<file path="src/rtl/seg_pkg.sv">
// Shared constants and types for the 4-digit 7-segment scan controller.
// Latency: none (declarations only).
// Backpressure: not applicable.
package seg_pkg;

  localparam logic [6:0] SEG_OFF    = 7'h7F;
  localparam logic [3:0] ANODE_OFF  = 4'hF;
  localparam int         SLOT_TICKS = 16;

  typedef enum logic {
    ST_BLANK,
    ST_ON
  } state_t;

  // Active-low patterns, bit order {g,f,e,d,c,b,a}; index 15 is leftmost.
  localparam logic [15:0][6:0] SEG_TABLE = {
    7'h0E, 7'h06, 7'h21, 7'h46,  // F E d C
    7'h03, 7'h08, 7'h10, 7'h00,  // b A 9 8
    7'h78, 7'h02, 7'h12, 7'h19,  // 7 6 5 4
    7'h30, 7'h24, 7'h79, 7'h40   // 3 2 1 0
  };

endpackage

</file>
<file path="src/rtl/seg_hex_decode.sv">
// Nibble to active-low 7-segment pattern decoder.
// Latency: combinational.
// Backpressure: not applicable.
module seg_hex_decode
  import seg_pkg::*;
(
  input  logic [3:0] nibble,
  output logic [6:0] seg
);

  // Table lookup of the hex glyph for the selected nibble.
  always_comb begin
    seg = SEG_TABLE[nibble];
  end

endmodule

</file>
<file path="src/rtl/seg_scan_ctrl.sv">
// Scan scheduler for a 4-digit multiplexed 7-segment display with PWM brightness.
// Latency: pins lag the scan state by one i_clk; shadow load applies at the next frame boundary.
// Backpressure: none; repeated loads while pending overwrite the shadow. Optional SEG_LZB_EN adds leading-zero blanking.
module seg_scan_ctrl
  import seg_pkg::*;
#(
  parameter int TICK_DIV = 1000,
  parameter int DIGITS   = 4
) (
  input  logic        i_clk,
  input  logic        i_rst,
  input  logic [15:0] i_value,
  input  logic [3:0]  i_dp,
  input  logic [3:0]  i_digit_en,
  input  logic        i_load,
  input  logic [3:0]  i_bright,
  output logic        o_ack,
  output logic        o_frame,
  output logic [1:0]  o_digit,
  output logic [3:0]  o_anode,
  output logic [6:0]  o_seg,
  output logic        o_dp
);

  localparam logic [15:0] TICK_MAX  = 16'(TICK_DIV - 1);
  localparam logic [3:0]  SLOT_LAST = 4'(SLOT_TICKS - 1);
  localparam logic [1:0]  DIG_LAST  = 2'(DIGITS - 1);

  logic [15:0] presc;
  logic [3:0]  slot_cnt;
  logic [1:0]  digit;
  state_t      state, state_nxt;

  logic [15:0] active_val, shadow_val;
  logic [3:0]  active_dp, shadow_dp;
  logic        pending;

  logic        tick, slot_end, boundary;
  logic [3:0]  cur_nib;
  logic        cur_dp;
  logic [6:0]  dec_seg;
  logic        lit;
  logic        lzb_blank;

  logic [3:0]  anode_nxt;
  logic [6:0]  seg_nxt;
  logic        dp_nxt;

  assign tick     = (presc == TICK_MAX);
  assign slot_end = tick && (slot_cnt == SLOT_LAST);
  assign boundary = slot_end && (digit == DIG_LAST);
  assign o_digit  = digit;

  // Prescaler: one scan tick every TICK_DIV cycles.
  always_ff @(posedge i_clk) begin
    if (i_rst)     presc <= '0;
    else if (tick) presc <= '0;
    else           presc <= presc + 16'd1;
  end

  // Slot counter and digit index; the digit advances when a slot finishes.
  always_ff @(posedge i_clk) begin
    if (i_rst) begin
      slot_cnt <= '0;
      digit    <= '0;
    end else if (tick) begin
      slot_cnt <= slot_cnt + 4'd1;
      if (slot_end) digit <= digit + 2'd1;
    end
  end

  // Scan state register.
  always_ff @(posedge i_clk) begin
    if (i_rst) state <= ST_BLANK;
    else       state <= state_nxt;
  end

  // Next state: one blanking tick, then fifteen PWM ticks per slot.
  always_comb begin
    state_nxt = state;
    case (state)
      ST_BLANK: if (tick)     state_nxt = ST_ON;
      ST_ON:    if (slot_end) state_nxt = ST_BLANK;
      default:                state_nxt = ST_BLANK;
    endcase
  end

  // Shadow/active registers: copy at the frame boundary, a same-cycle load refills the shadow.
  always_ff @(posedge i_clk) begin
    if (i_rst) begin
      shadow_val <= '0;
      shadow_dp  <= '0;
      active_val <= '0;
      active_dp  <= '0;
      pending    <= 1'b0;
      o_ack      <= 1'b0;
      o_frame    <= 1'b0;
    end else begin
      o_frame <= boundary;
      o_ack   <= boundary && pending;
      if (boundary && pending) begin
        active_val <= shadow_val;
        active_dp  <= shadow_dp;
        pending    <= 1'b0;
      end
      if (i_load) begin
        shadow_val <= i_value;
        shadow_dp  <= i_dp;
        pending    <= 1'b1;
      end
    end
  end

  // Select the nibble and decimal point of the digit being scanned.
  always_comb begin
    cur_nib = active_val[{digit, 2'b00} +: 4];
    cur_dp  = active_dp[digit];
  end

  seg_hex_decode u_dec (
    .nibble (cur_nib),
    .seg    (dec_seg)
  );

`ifdef SEG_LZB_EN
  // Leading zeros are suppressed from the left; digit 0 always shows.
  always_comb begin
    lzb_blank = 1'b0;
    case (digit)
      2'd3:    lzb_blank = (active_val[15:12] == 4'h0);
      2'd2:    lzb_blank = (active_val[15:8]  == 8'h00);
      2'd1:    lzb_blank = (active_val[15:4]  == 12'h000);
      default: lzb_blank = 1'b0;
    endcase
  end
`else
  // Without blanking every enabled digit shows its value.
  always_comb begin
    lzb_blank = 1'b0;
  end
`endif

  // Pin values: lit while in the PWM window of an enabled digit, dark otherwise.
  always_comb begin
    anode_nxt = ANODE_OFF;
    seg_nxt   = SEG_OFF;
    dp_nxt    = 1'b1;
    lit       = (state == ST_ON) && i_digit_en[digit] && (slot_cnt <= i_bright);
    if (lit) begin
      if (!lzb_blank) begin
        anode_nxt[digit] = 1'b0;
        seg_nxt          = dec_seg;
        dp_nxt           = ~cur_dp;
      end else if (cur_dp) begin
        anode_nxt[digit] = 1'b0;
        dp_nxt           = 1'b0;
      end
    end
  end

  // Registered pins so the drivers see glitch-free levels.
  always_ff @(posedge i_clk) begin
    if (i_rst) begin
      o_anode <= ANODE_OFF;
      o_seg   <= SEG_OFF;
      o_dp    <= 1'b1;
    end else begin
      o_anode <= anode_nxt;
      o_seg   <= seg_nxt;
      o_dp    <= dp_nxt;
    end
  end

endmodule

</file>
<file path="config.mk">
export PLATFORM = sky130hd
export DESIGN_NAME = seg_scan_ctrl
export DESIGN_NICKNAME = d
export VERILOG_FILES = /design/src/rtl/seg_pkg.sv /design/src/rtl/seg_hex_decode.sv /design/src/rtl/seg_scan_ctrl.sv
export SDC_FILE = /design/constraint.sdc
export NUM_CORES = 1
export LEC_CHECK = 0
export BUFFER_PORTS_ARGS = -buffer_cell sky130_fd_sc_hd__buf_2
export CORE_ASPECT_RATIO = 0.6
export CORE_UTILIZATION = 50
export CTS_CLUSTER_SIZE = 25
export DETAILED_ROUTE_END_ITERATION = 8
export PLACE_DENSITY = 0.71
export SLEW_MARGIN = 40
export SYNTH_ARGS = -nofsm -noshare
export SYNTH_HDL_FRONTEND = slang
export SYNTH_SLANG_ARGS = --single-unit
export TNS_END_PERCENT = 100
</file>
<file path="constraint.sdc">
create_clock -name i_clk -period 4.1 [get_ports i_clk]
set_clock_uncertainty 0.15 [all_clocks]
set_input_delay 0 -clock i_clk [delete_from_list [all_inputs] [get_ports i_clk]]
set_output_delay 0 -clock i_clk [all_outputs]
set_load 0.05 [all_outputs]
</file>
==> summary.md <==
| Metric | Value |
|---|---|
| Final Cell Area | `0.00437 mm2` |
| FP Rows | `22` |
| CTS max path bufs | `2` |
| Post-route antenna net violation count | `0` |
| Crit path launch type | `flop` |
| Sw frac | `0.198` |
| Post-synth top area share | `0.457` |
| Final core occ | `0.687` |
| HPWL Detailed | `4.44 mm` |
| Storage cell area | `0.00156 mm2` |
| R2R Setup Slk | `1.44 ns` |
| Vias in the first global route | `2454` |
| CTS clk-pin slew, worst paths | `roughly 0.060 ns` |
| Crit path max fanout | `12` |
| Yosys warnings | `0` |
| Clk sinks | `78` |
| Number of synthesized register bits | `78` |
| Asr flop ratio synth | `0` |
| Peak supply drop | `287 uV` |
| Flop pwr share | `0.455` |
| Leakage power figure | `1.83 nW` |
| Largest net degree at the start of global routing | `between 50 and 60` |
| Initial DRC count | `114` |
| Die width | `around 110 um` |
| # diodes | `0` |
| First-pass GRT wire length | `11.3 mm` |
| RSZ-0062 raised after global routing | `false` |
| Count leader, synth | `dfxtp_1` |
| Multi-input combinational cell area | `0.00169 mm2` |
| Hold buffer count at cts | `just over 40` |
| Total Wirelength | `6.80 mm` |
| Crit path DAT | `around 2.8 ns` |
| Share of layout cells above drive strength 1 | `0.165` |
| Initial antenna violation count | `0` |
| Final global-route overflow total | `0` |
| Post-CTS Resized | `0` |
| Initial Utilization | `0.537` |
| Period minus WS final | `around 2.7 ns` |
| Final #Nets | `490` |
| GPL Wtd Cong | `roughly 0.87` |
| Clock root buffer | `clkbuf_16` |
| Port Buf Inserts | `46` |
| H-tree Lvls | `3` |
| Avg Synthesized Cell Area | `9.39 um2` |
| Net Sw Power | `roughly 340 uW` |
| Fmax | `~380 MHz` |
| Worst slack, placed | `1.49 ns` |
| Post-synth EDFFs | `0` |
| Internal power | `1.38 mW` |
| Worst EP required | `4.19 ns` |
| Core area | `between 0.006 and 0.007 mm2` |
| Status | `completed` |
| Fill cell count | `493` |
| Syn Nets | `411` |
| DIE AREA | `0.00718 mm2` |
| Biggest area consumer among synthesized cells | `dfxtp_1` |
| DRC errors left | `0` |
| Final Max Slew Viols | `0` |
| Routed via count | `2693` |
| Setup-failing EPs final | `0` |
| Ys flop type | `dfxtp_1` |
| Sequential area share after synthesis | `0.457` |
| Syn Inst Count | `364` |
| Setup bufs post-CTS | `0` |
| PwrDens | `393 mW/mm2` |
| Combinational share of power | `0.052` |
| Sum Neg Setup Slack | `0 ns` |
| Tcrit/Tclk final | `0.649` |
| Drt pass-1 iters | `5` |
| Top post-synthesis cells by area | `dfxtp_1 46%, mux2i_1 7.3%, nand2_1 6.6%, ha_1 5.9%, nor2_1 5.2%` |
| Yosys cell types | `41` |
| GRT Overall Usage | `0.209` |
| Clock Power Share | `0.493` |
| Synth cell count leaders | `78 x dfxtp_1, 60 x nand2_1, 47 x nor2_1, 27 x a21oi_1, 25 x mux2i_1` |
| Placed Area | `0.00363 mm2` |
| Die Y | `around 66 um` |
| Final hold vios | `0` |
| Worst-Skew Late Latency | `0.33 ns` |
| Setup ws final | `1.44 ns` |
| HP Class | `input pin to flop` |
| Synthesized cell area | `~0.0034 mm2` |
| Routed WL per cell | `12.8 um` |
| Crit. End Element | `flop` |
| Layout area overhead | `27.8%` |
| Via density | `~5` |
| I/O pin count | `47` |
| CTS tree | `yes` |
| CTS Buf Count | `9` |
| Slew HR | `0.522` |
| Worst Path Class, Setup | `flop to flop` |
| Pin slew with the least headroom to its limit | `0.715 ns` |
| Max-cap violations | `0` |
-- power groups by stage --
stage / Clock (mW) / Sequential [mW] / Combinational (mW)
floorplan: 0 / 0.795 / 0.0396
global placement: 0 / 0.798 / 0.0555
detailed placement: 0 / 0.798 / 0.0573
CTS: 0.864 / 0.781 / 0.0880
global route: 0.900 / 0.783 / 0.0994
finish: 0.846 / 0.782 / 0.0891
-- state kept, by name, indices dropped and copies added (netlist names) --
signal      count
active_val     16
presc          16
shadow_val     16
o_seg           7
active_dp       4
o_anode         4
shadow_dp       4
slot_cnt        4
o_digit         2
o_ack           1
o_dp            1
o_frame         1
pending         1
state           1
-- layout by cell type, fill, tap and decap left out, types with 7 or more instances in the layout --
cell and count:
clkbuf_16 9, ha_1 16, mux2i_1 25, inv_1 11, a21oi_1 26, nand2_1 60, dfxtp_1 78, xor2_1 12
nor2_1 47, dlygate4sd3_1 41, xnor2_1 7, buf_2 45
-- area by class of cell --
class,instances,area share
Clock inverter,5,0.0189
Sequential cell,78,0.358
Inverter,12,0.0103
Clock buffer,11,0.0556
Tap cell,84,0.0241
Multi-Input combinational cell,255,0.386
Timing Repair Buffer,87,0.147
-- layer usage --
layer / global-route usage / vias to the layer above / part of all wire
li1: - / 1387 / -
met1: 0.273 / 1233 / 0.51
met5: 0 / - / 0
met4: 0.0878 / 0 / 0.010
met2: 0.319 / 68 / 0.42
met3: 0.0670 / 5 / 0.053
-- final timing paths --
kind,startpoint,endpoint,cells after the start
setup / recovery,o_digit[0],o_seg[0],7
hold / removal,i_load,pending,3
setup reg to reg,o_digit[0],o_seg[0],7
hold reg to reg,presc[0],presc[0],1
-- cells by family after synthesis --
group | synth area share
and+or+nand+nor | 0.190
DFF | 0.457
AOI/OAI and AO/OA | 0.0699
muxes | 0.125
buffers and inverters | 0.0509
xor gates and xnor gates | 0.0487
adders and majority gates | 0.0586
-- worst max-delay path: stages (launching register included) --
cell and delay, ns:
dfxtp_1 0.71, mux4_1 0.72, inv_1 0.18, ha_1 0.21
nor3_1 0.08, a311oi_1 0.26, a21oi_1 0.07, o31ai_1 0.19
-- per-stage QoR --
step           total power, mW  hold WS, ns  std cells
2_1_floorplan            0.835      -0.0701        364
3_3_place_gp             0.853       0.0839        475
3_5_place_dp             0.855       0.0954        475
4_1_cts                   1.73        0.113        532
5_1_grt                   1.78        0.219        532
6_report                  1.72        0.121        532
Note: power is estimated with default switching activity, not from simulation.
